[config.mk]
export PLATFORM = sky130hd
export DESIGN_NAME = arbitro_escrita_reg
export DESIGN_NICKNAME = d
export VERILOG_FILES = /design/src/rtl/arbitro_escrita_reg.sv
export SDC_FILE = /design/constraint.sdc
export NUM_CORES = 1
export LEC_CHECK = 0
export ABC_AREA = 1
export CORE_MARGIN = 1
export CORE_UTILIZATION = 58
export DETAILED_ROUTE_END_ITERATION = 8
export GPL_ROUTABILITY_DRIVEN = 0
export GPL_TIMING_DRIVEN = 0
export MAX_ROUTING_LAYER = met4
export PLACE_DENSITY = 0.85
export RECOVER_POWER = 25
export SLEW_MARGIN = 20
export SYNTH_ARGS = -nofsm -noshare
export SYNTH_HDL_FRONTEND = slang
export SYNTH_SLANG_ARGS = --single-unit
[constraint.sdc]
create_clock -name clock -period 6.15 [get_ports clock]
set_input_delay 0.9225 -clock clock [delete_from_list [all_inputs] [get_ports clock]]
set_output_delay 0.9225 -clock clock [all_outputs]
set_load 0.01 [all_outputs]
[src/rtl/arbitro_escrita_reg.sv]
// Write-port arbiter for banco_registradores: two per-source request queues
// (ALU result, memory load), round-robin grant, registered bank outputs and a pending-write scoreboard.

module fila_escrita #(
  parameter int LARGURA_DADO = 32,
  parameter int LARGURA_END  = 5,
  parameter int PROFUNDIDADE = 2
) (
  input  logic                    clock,
  input  logic                    reset,
  input  logic                    push,
  input  logic [LARGURA_END-1:0]  push_reg,
  input  logic [LARGURA_DADO-1:0] push_dado,
  input  logic                    pop,
  output logic                    vazia,
  output logic                    cheia,
  output logic [LARGURA_END-1:0]  cab_reg,
  output logic [LARGURA_DADO-1:0] cab_dado,
  input  logic [LARGURA_END-1:0]  consulta_a,
  input  logic [LARGURA_END-1:0]  consulta_b,
  output logic                    acerto_a,
  output logic                    acerto_b
);

  localparam int LARGURA_PTR = $clog2(PROFUNDIDADE);

  // The extra MSB on each pointer separates full from empty when the indices coincide.
  logic [LARGURA_PTR:0]    ptr_esc;
  logic [LARGURA_PTR:0]    ptr_lei;
  logic [LARGURA_PTR-1:0]  idx_esc;
  logic [LARGURA_PTR-1:0]  idx_lei;
  logic [PROFUNDIDADE-1:0] ocupada;
  logic [LARGURA_END-1:0]  mem_reg  [PROFUNDIDADE];
  logic [LARGURA_DADO-1:0] mem_dado [PROFUNDIDADE];

  assign idx_esc = ptr_esc[LARGURA_PTR-1:0];
  assign idx_lei = ptr_lei[LARGURA_PTR-1:0];
  assign vazia   = (ptr_esc == ptr_lei);
  assign cheia   = (ptr_esc[LARGURA_PTR] != ptr_lei[LARGURA_PTR]) && (idx_esc == idx_lei);
  assign cab_reg  = mem_reg[idx_lei];
  assign cab_dado = mem_dado[idx_lei];

  // NOTE: sequential state uses non-blocking assignments so every flop samples pre-edge values.
  always_ff @(posedge clock or negedge reset) begin
    if (!reset) begin
      ptr_esc <= '0;
      ptr_lei <= '0;
      ocupada <= '0;
    end else begin
      // Push and pop never hit the same slot: that needs an empty pop or a full push.
      if (push) begin
        ptr_esc          <= ptr_esc + (LARGURA_PTR+1)'(1);
        ocupada[idx_esc] <= 1'b1;
      end
      if (pop) begin
        ptr_lei          <= ptr_lei + (LARGURA_PTR+1)'(1);
        ocupada[idx_lei] <= 1'b0;
      end
    end
  end

  // NOTE: the storage array has no reset; the ocupada bits alone decide which slots are live.
  always_ff @(posedge clock) begin
    if (push) begin
      mem_reg[idx_esc]  <= push_reg;
      mem_dado[idx_esc] <= push_dado;
    end
  end

  // NOTE: outputs get a default before the loop so no latch is inferred.
  always_comb begin
    acerto_a = 1'b0;
    acerto_b = 1'b0;
    for (int i = 0; i < PROFUNDIDADE; i++) begin
      if (ocupada[i] && (mem_reg[i] == consulta_a)) acerto_a = 1'b1;
      if (ocupada[i] && (mem_reg[i] == consulta_b)) acerto_b = 1'b1;
    end
  end

endmodule

module arbitro_escrita_reg #(
  parameter int LARGURA_DADO = 32,
  parameter int LARGURA_END  = 5,
  parameter int PROFUNDIDADE = 2
) (
  input  logic                    clock,
  input  logic                    reset,
  input  logic                    req_alu_valido,
  input  logic [LARGURA_END-1:0]  req_alu_reg,
  input  logic [LARGURA_DADO-1:0] req_alu_dado,
  output logic                    req_alu_pronto,
  input  logic                    req_mem_valido,
  input  logic [LARGURA_END-1:0]  req_mem_reg,
  input  logic [LARGURA_DADO-1:0] req_mem_dado,
  output logic                    req_mem_pronto,
  output logic                    esc_reg,
  output logic [LARGURA_END-1:0]  reg_a_ser_escrito,
  output logic [LARGURA_DADO-1:0] dado_de_escrita,
  input  logic [LARGURA_END-1:0]  consulta_reg_a,
  input  logic [LARGURA_END-1:0]  consulta_reg_b,
  output logic                    pendente_a,
  output logic                    pendente_b,
  output logic                    ocupado
);

  typedef enum logic {OCIOSO, ESCREVENDO} estado_t;
  typedef enum logic {PRIO_ALU, PRIO_MEM} prio_t;

  estado_t estado, estado_prox;
  prio_t   prio, prio_prox;

  logic                    alu_push, alu_vazia, alu_cheia, alu_acerto_a, alu_acerto_b;
  logic                    mem_push, mem_vazia, mem_cheia, mem_acerto_a, mem_acerto_b;
  logic [LARGURA_END-1:0]  alu_cab_reg, mem_cab_reg;
  logic [LARGURA_DADO-1:0] alu_cab_dado, mem_cab_dado;
  logic                    alu_tem, mem_tem, concede_alu, concede_mem, concede;

  // Writes to register 0 finish the handshake but are discarded here.
  assign req_alu_pronto = !alu_cheia;
  assign req_mem_pronto = !mem_cheia;
  assign alu_push = req_alu_valido && req_alu_pronto && (req_alu_reg != '0);
  assign mem_push = req_mem_valido && req_mem_pronto && (req_mem_reg != '0);

  fila_escrita #(
    .LARGURA_DADO(LARGURA_DADO),
    .LARGURA_END (LARGURA_END),
    .PROFUNDIDADE(PROFUNDIDADE)
  ) u_fila_alu (
    .clock     (clock),
    .reset     (reset),
    .push      (alu_push),
    .push_reg  (req_alu_reg),
    .push_dado (req_alu_dado),
    .pop       (concede_alu),
    .vazia     (alu_vazia),
    .cheia     (alu_cheia),
    .cab_reg   (alu_cab_reg),
    .cab_dado  (alu_cab_dado),
    .consulta_a(consulta_reg_a),
    .consulta_b(consulta_reg_b),
    .acerto_a  (alu_acerto_a),
    .acerto_b  (alu_acerto_b)
  );

  fila_escrita #(
    .LARGURA_DADO(LARGURA_DADO),
    .LARGURA_END (LARGURA_END),
    .PROFUNDIDADE(PROFUNDIDADE)
  ) u_fila_mem (
    .clock     (clock),
    .reset     (reset),
    .push      (mem_push),
    .push_reg  (req_mem_reg),
    .push_dado (req_mem_dado),
    .pop       (concede_mem),
    .vazia     (mem_vazia),
    .cheia     (mem_cheia),
    .cab_reg   (mem_cab_reg),
    .cab_dado  (mem_cab_dado),
    .consulta_a(consulta_reg_a),
    .consulta_b(consulta_reg_b),
    .acerto_a  (mem_acerto_a),
    .acerto_b  (mem_acerto_b)
  );

  // The pointer only breaks ties; a lone non-empty queue always wins.
  assign alu_tem     = !alu_vazia;
  assign mem_tem     = !mem_vazia;
  assign concede_alu = alu_tem && (!mem_tem || (prio == PRIO_ALU));
  assign concede_mem = mem_tem && (!alu_tem || (prio == PRIO_MEM));
  assign concede     = concede_alu || concede_mem;

  always_ff @(posedge clock or negedge reset) begin
    if (!reset) begin
      estado <= OCIOSO;
      prio   <= PRIO_ALU;
    end else begin
      estado <= estado_prox;
      prio   <= prio_prox;
    end
  end

  always_comb begin
    estado_prox = estado;
    prio_prox   = prio;
    case (estado)
      OCIOSO:     if (concede)  estado_prox = ESCREVENDO;
      ESCREVENDO: if (!concede) estado_prox = OCIOSO;
      default:    estado_prox = OCIOSO;
    endcase
    if (alu_tem && mem_tem) prio_prox = concede_alu ? PRIO_MEM : PRIO_ALU;
  end

  // Index and data load together with the grant and otherwise hold, so the bank never sees a mix.
  always_ff @(posedge clock or negedge reset) begin
    if (!reset) begin
      reg_a_ser_escrito <= '0;
      dado_de_escrita   <= '0;
    end else if (concede) begin
      reg_a_ser_escrito <= concede_alu ? alu_cab_reg  : mem_cab_reg;
      dado_de_escrita   <= concede_alu ? alu_cab_dado : mem_cab_dado;
    end
  end

  assign esc_reg = (estado == ESCREVENDO);

  assign pendente_a = (consulta_reg_a != '0) &&
                      (alu_acerto_a || mem_acerto_a || (esc_reg && (reg_a_ser_escrito == consulta_reg_a)));
  assign pendente_b = (consulta_reg_b != '0) &&
                      (alu_acerto_b || mem_acerto_b || (esc_reg && (reg_a_ser_escrito == consulta_reg_b)));

  assign ocupado = alu_tem || mem_tem || esc_reg;

endmodule

==> results.tsv, run 1 <==
stage	metric	value	unit
floorplan	die_h	123.6	um
run	drv_cap	1	
drt	dr_wl_met2	11.15	mm
clocking	cts_hold_buffers	0	
timing	holdWs	0.5205	ns
global_route	antenna_found_initial	0	
timing	relSlewSlack	-95.17	%
pwr	ir_drop	0.0003430	V
timing	finalCritPeriodShare	62.54	%
global_route	grt_overflow	0	
drt	wl_met3	1.870	mm
clocking	clockRootBuffer	clkbuf_16	
cells_and_area	syn_to_final_growth	25.65	%
timing	slew_violations	52	
cells_and_area	drive_gt1_share	6.977	%
yosys	netlist.area_leader.share	51.79	%
clocking	cts_resized	0	
floorplan	core_region_area	14480	um^2
setup_path	crit_type	in -> out	
drt	dr.max_layer_used	met4	
timing	rsz0062_at_grt	no	
drt	drc	1	
setup_path	critPathMaxStageDelay	0.63	ns
setup_path	crit_path_start_kind	input pin	
placed_design	dp_hpwl	15.15	mm
setup_path	crit_chain	clkdlybuf4s50_1 > inv_1 > nand2_1 > nand2_1 > nor2_1 > nand3_1 > nand3_1 > nor2_1 > nor2_1 > clkdlybuf4s50_1	
placed_design	port_buffers	127	
floorplan	rows	44	
drt	ant_nets	0	
floorplan	start_util	59.26	%
cells_and_area	diodes	0	
clocking	clk_pin_slew_worst_paths	0.07	ns
setup_path	crit_path_max_fanout	6	
drt	drt-total-wl	21.76	mm
clocking	htree_levels	4	
global_route	grt_pass1_wl	33.09	mm
drt	via_per_inst	5.626	
setup_path	critPathSlowestCell	clkdlybuf4s50_1	
drt	dr.pass1.iters	8	
timing	clock-skew-final	0.01024	ns
global_route	grt_max_degree	52	
global_route	grt_use_total	30.90	%
clocking	cts-buffers-inserted	17	
clocking	cts_tree	done	
yosys	syn-num-nets	957	
floorplan	io_pins	131	
pwr	leakage	4.610	nW
setup_path	crit_path_frequent_cell	nor2_1	
status	violations	design-rule violations, max-capacitance violations, max-slew violations	
yosys	synth_top_cell_by_area	edfxtp_1	
cells_and_area	top_regs	u_fila_alu.mem_dado x64, u_fila_mem.mem_dado x64, dado_de_escrita x32	
clocking	post_cts.repair.setup_buffers	0	
timing	worstMarginPinSlew	2.927	ns
clocking	clock_path_buffers	2	
timing	fmax	260.0	MHz
yosys	synth-seq-cells	199	
floorplan	die_area	15280	um^2
drt	wl_per_cell	17.89	um
yosys	synth_warnings	0	
drt	vias	6841	
yosys	synthTopCellsByArea	edfxtp_1 52%, nand2_1 17%, dfrtp_1 15%	
setup_path	end_kind	output port	
setup_path	critPathRequiredTime	5.23	ns
cells_and_area	fill_cells	935	
timing	setup_violations	0	
setup_path	crit_family	buffers and inverters	
setup_path	arrival	2.92	ns
cells_and_area	nets	1107	
yosys	synth_cell_types	24	
clocking	worst_skew_pair.late_latency	0.43	ns
drt	wl_met1	7.907	mm
yosys	synth_cells	869	
setup_path	path_buf_inv	3	
timing	min_period	3.846	ns
yosys	synth-seq-area-share	66.67	%
yosys	syn_area	8581	um^2
timing	setup_tns	0	ns
floorplan	dieWidth	123.6	um
yosys	postSynthAreaPerCell	9.874	um^2
status	run_status	finished with violations	
global_route	grt_pass1_vias	6493	
pwr	cellPowerDensity	553.5	nW/um^2
min_path	min_path_type	reg -> reg	
timing	hold_viol	0	
setup_path	r2r_slack	3.95	ns
clocking	cts_num_sinks	199	
drt	first_iter_violations	629	
==> layout by cell type (no fill, tap or decap), drive strengths merged, types with 2 or more instances in the layout <==
master           n
o21ai           30
nand2          397
nand3b           2
edfxtp         148
nor3             4
clkdlybuf4s50   96
xor2            10
clkbuf          36
nor2            50
clkinvlp         3
buf             22
inv             51
xnor2            4
dfrtp           51
clkinv           3
dlygate4sd3     30
nand3           92
==> layout make-up <==
| type | instances | area (um^2) | area share, % |
|---|---|---|---|
| inverters | 44 | 165.2 | 1.532 |
| clock inverters | 14 | 138.9 | 1.288 |
| clock buffers | 18 | 429.2 | 3.981 |
| multi-input cells | 591 | 2542 | 23.58 |
| repair buffers | 131 | 1375 | 12.75 |
| flip-flops and latches | 199 | 5720 | 53.06 |
| plain buffers | 35 | 180.2 | 1.671 |
| well taps | 184 | 230.2 | 2.135 |
==> cells in the mapped netlist <==
| cell | count |
|---|---|
| xor2_1 | 10 |
| inv_2 | 4 |
| nor2_2 | 1 |
| buf_1 | 1 |
| nor3_1 | 4 |
| nand3b_1 | 2 |
| xnor2_2 | 1 |
| nand2_2 | 3 |
| o21ai_0 | 27 |
| buf_4 | 6 |
| buf_6 | 2 |
| nand3_2 | 8 |
| nand2_1 | 394 |
| edfxtp_1 | 148 |
| inv_1 | 40 |
| o21ai_1 | 3 |
| dfrtp_1 | 51 |
| nand3_1 | 84 |
| clkbuf_1 | 17 |
| nor2_1 | 49 |
| xnor2_1 | 3 |
| a21oi_1 | 1 |
| buf_2 | 9 |
| or2_1 | 1 |
==> worst register-to-register path, stage by stage (launching register included) <==
cell,delay [ns]
dfrtp_1,0.45
xnor2_2,0.20
nand2_1,0.13
nand3_1,0.21
nor2_4,0.67
buf_16,0.24
==> routing by layer <==
layer / vias up / global-route usage, %
met5: - / -
met4: 0 / 13.10
met3: 66 / 6.044
met2: 397 / 51.77
met1: 3238 / 36.61
li1: 3140 / -
==> power by group <==
group          switching (mW)  internal (mW)
Clock                   0.508          0.571
Sequential              0.268           1.99
Combinational            1.67          0.961
Total                    2.44           3.53
==> path summary, 6_finish.rpt <==
| check | startpoint | to | cells after the start |
|---|---|---|---|
| max | consulta_reg_b[3] | pendente_b | 10 |
| min in group asynchronous | reset | dado_de_escrita[15] | 1 |
| min | dado_de_escrita[13] | dado_de_escrita[13] | 2 |
| max reg2reg | u_fila_alu.ptr_esc[0] | u_fila_alu.mem_dado[1][13] | 5 |
| max in group asynchronous | reset | dado_de_escrita[30] | 1 |
| min reg2reg | dado_de_escrita[13] | dado_de_escrita[13] | 2 |
==> metrics by stage <==
stage	setup WS (ns)	utilization, %	total power, mW	cell area (um^2)	std cells
after floorplan	2.936	-	3.778	8581	869
after global placement	1.549	69.63	4.650	10080	1180
after global routing	2.150	74.46	6.315	10780	1216
after detailed placement	2.343	70.57	4.840	10220	1184
final	2.304	74.46	5.968	10780	1216
after CTS	2.336	74.49	5.953	10790	1216
==> cell families (layout without fill, tap and decap cells) <==
kind of cell / after synthesis / count (layout) / synth area share (%)
simple gates: 546 / 546 / 25.98
flops: 199 / 199 / 66.67
buf+inv: 79 / 242 / 4.024
compound gates: 31 / 31 / 1.808
xor+xnor: 14 / 14 / 1.517
Note: power is estimated with default switching activity, not from simulation.
==> inputs of run 2 (changes only) <==
--- a/config.mk
+++ b/config.mk
@@ -7,12 +7,12 @@
 export LEC_CHECK = 0
 export ABC_AREA = 1
 export CORE_MARGIN = 1
-export CORE_UTILIZATION = 58
+export CORE_UTILIZATION = 54
 export DETAILED_ROUTE_END_ITERATION = 8
 export GPL_ROUTABILITY_DRIVEN = 0
 export GPL_TIMING_DRIVEN = 0
 export MAX_ROUTING_LAYER = met4
-export PLACE_DENSITY = 0.85
+export PLACE_DENSITY = 0.8
 export RECOVER_POWER = 25
 export SLEW_MARGIN = 20
 export SYNTH_ARGS = -nofsm -noshare
==> constraint.sdc (replaced) <==
create_clock -name clock -period 3.7 [get_ports clock]
set_input_delay 0.555 -clock clock [delete_from_list [all_inputs] [get_ports clock]]
set_output_delay 0.555 -clock clock [all_outputs]
set_load 0.01 [all_outputs]
==> results.tsv, run 2 (synthesized netlist as in run 1, its figures left out) <==
stage	metric	value	unit	change
timing	rsz0062_at_grt	no		
clocking	cts_resized	0		unchanged
setup_path	arrival	2.58	ns	-0.34 ns
timing	holdWs	0.5171	ns	-0.003335 ns
floorplan	dieWidth	128.1	um	+3.6%
drt	vias	6640		-2.9%
global_route	grt_pass1_vias	6436		-0.88%
global_route	grt_use_total	27.83	%	-3.1 points
floorplan	die_h	128.1	um	+3.6%
global_route	grt_overflow	0		unchanged
cells_and_area	syn_to_final_growth	25.98	%	
drt	drt-total-wl	20.63	mm	-5.2%
timing	finalCritPeriodShare	84.62	%	
timing	slew_violations	52		unchanged
global_route	antenna_found_initial	1		+1
drt	via_per_inst	5.338		-5.1%
pwr	leakage	4.614	nW	about the same
pwr	cellPowerDensity	904.2	nW/um^2	+63%
floorplan	start_util	55.82	%	-3.4 points
cells_and_area	top_regs	u_fila_alu.mem_dado x64, u_fila_mem.mem_dado x64, dado_de_escrita x32		
clocking	htree_levels	4		unchanged
timing	fin_ws	0.5691	ns	-1.735 ns
clocking	worst_skew_pair.late_latency	0.44	ns	about the same
floorplan	io_pins	131		unchanged
clocking	cts-buffers-inserted	17		unchanged
clocking	clock_path_buffers	2		unchanged
drt	dr.pass1.iters	7		-1
global_route	grt_max_degree	52		unchanged
status	violations	max-capacitance violations, max-slew violations		
setup_path	end_kind	output port		
floorplan	die_area	16400	um^2	+7.3%
cells_and_area	final_cell_mix	394 x nand2_1, 148 x edfxtp_1, 96 x clkdlybuf4s50_1		
cells_and_area	final_area	10810	um^2	+0.27%
timing	clock-skew-final	0.01097	ns	+0.0007223 ns
timing	relSlewSlack	-91.69	%	+3.5 points
setup_path	crit_path_max_fanout	6		unchanged
cells_and_area	drive_gt1_share	7.074	%	+0.097 points
clocking	cts_hold_buffers	0		unchanged
timing	worstMarginPinSlew	2.875	ns	-0.05216 ns
floorplan	core_region_area	15370	um^2	+6.2%
global_route	grt_pass1_wl	32.46	mm	-1.9%
placed_design	dp_slack	0.6054	ns	-1.737 ns
timing	setup_tns	0	ns	unchanged
status	run_status	finished with violations		
drt	drc	0		-1
clocking	cts_tree	done		
cells_and_area	fill_cells	1108		+19%
setup_path	crit_path_start_kind	input pin		
min_path	min_path_type	reg -> reg		
setup_path	critPathRequiredTime	3.14	ns	-2.09 ns
clocking	clockRootBuffer	clkbuf_16		
placed_design	dpl_cell_area	10240	um^2	+0.26%
pwr	ir_drop	0.0005107	V	+49%
cells_and_area	final_common_cell	nand2_1		
floorplan	rows	45		+2.3%
cells_and_area	fin_util	70.33	%	-4.1 points
drt	wl_per_cell	16.58	um	-7.3%
placed_design	dp_hpwl	15.01	mm	-0.96%
clocking	post_cts.repair.setup_buffers	0		unchanged
clocking	cts_num_sinks	199		unchanged
setup_path	crit_type	in -> out		
clocking	clk_pin_slew_worst_paths	0.07	ns	about the same
placed_design	port_buffers	127		unchanged
timing	setup_violations	0		unchanged
timing	min_period	3.131	ns	
cells_and_area	nets	1107		unchanged
drt	ant_nets	0		unchanged
timing	hold_viol	0		unchanged
drt	first_iter_violations	569		-9.5%
run	drv_cap	1		unchanged
timing	fmax	319.4	MHz	
## run 2: per-layer routing
metal  routed length (um)  track usage [%]  up-vias
met4                  675            12.39        0
met5                    0                -        -
li1                     -                -     3151
met3                 1678            5.927       56
met2                10380            46.00      346
met1                 7895            33.01     3087
## run 2: metrics by stage
step / power, mW / cells
after floorplan: 6.280 / 869
after global placement: 7.770 / 1207
after detailed placement: 8.024 / 1211
after CTS: 9.782 / 1243
after global routing: 10.40 / 1244
final: 9.775 / 1244
## run 2: worst max-delay path, stage by stage
cell	delay, ns
clkdlybuf4s50_1	0.67
inv_1	0.21
nand2_1	0.10
nand2_1	0.05
nor2_1	0.08
nand3_1	0.13
nand3_1	0.12
nor2_1	0.04
nor2_1	0.08
clkdlybuf4s50_1	0.54
## run 2: final timing paths
| path | from | to | slack, ns | cells after the start |
|---|---|---|---|---|
| worst max-delay path | consulta_reg_b[3] | pendente_b | 0.57 | 10 |
| worst min-delay path | dado_de_escrita[13] | dado_de_escrita[13] | 0.52 | 2 |
| worst max register to register | u_fila_alu.ptr_esc[0] | u_fila_alu.mem_dado[1][16] | 1.52 | 5 |
| worst min register to register | dado_de_escrita[13] | dado_de_escrita[13] | 0.52 | 2 |
| max in group asynchronous | reset | dado_de_escrita[4] | 1.03 | 1 |
| min in group asynchronous | reset | dado_de_escrita[19] | 1.04 | 1 |
## run 2: cell type report
type / instances / area (um^2) / area share [%]
diodes: 1 / 2.502 / 0.02315
plain buffers: 35 / 180.2 / 1.667
clock buffers: 19 / 452.9 / 4.190
clock inverters: 13 / 115.1 / 1.065
inverters: 44 / 165.2 / 1.528
multi-input cells: 591 / 2542 / 23.52
flip-flops and latches: 199 / 5720 / 52.92
well taps: 211 / 264.0 / 2.442
repair buffers: 131 / 1368 / 12.65
## run 2: power breakdown
part	switching, mW	internal [mW]
Clock	0.844	0.919
Combinational	2.68	1.59
Sequential	0.430	3.31
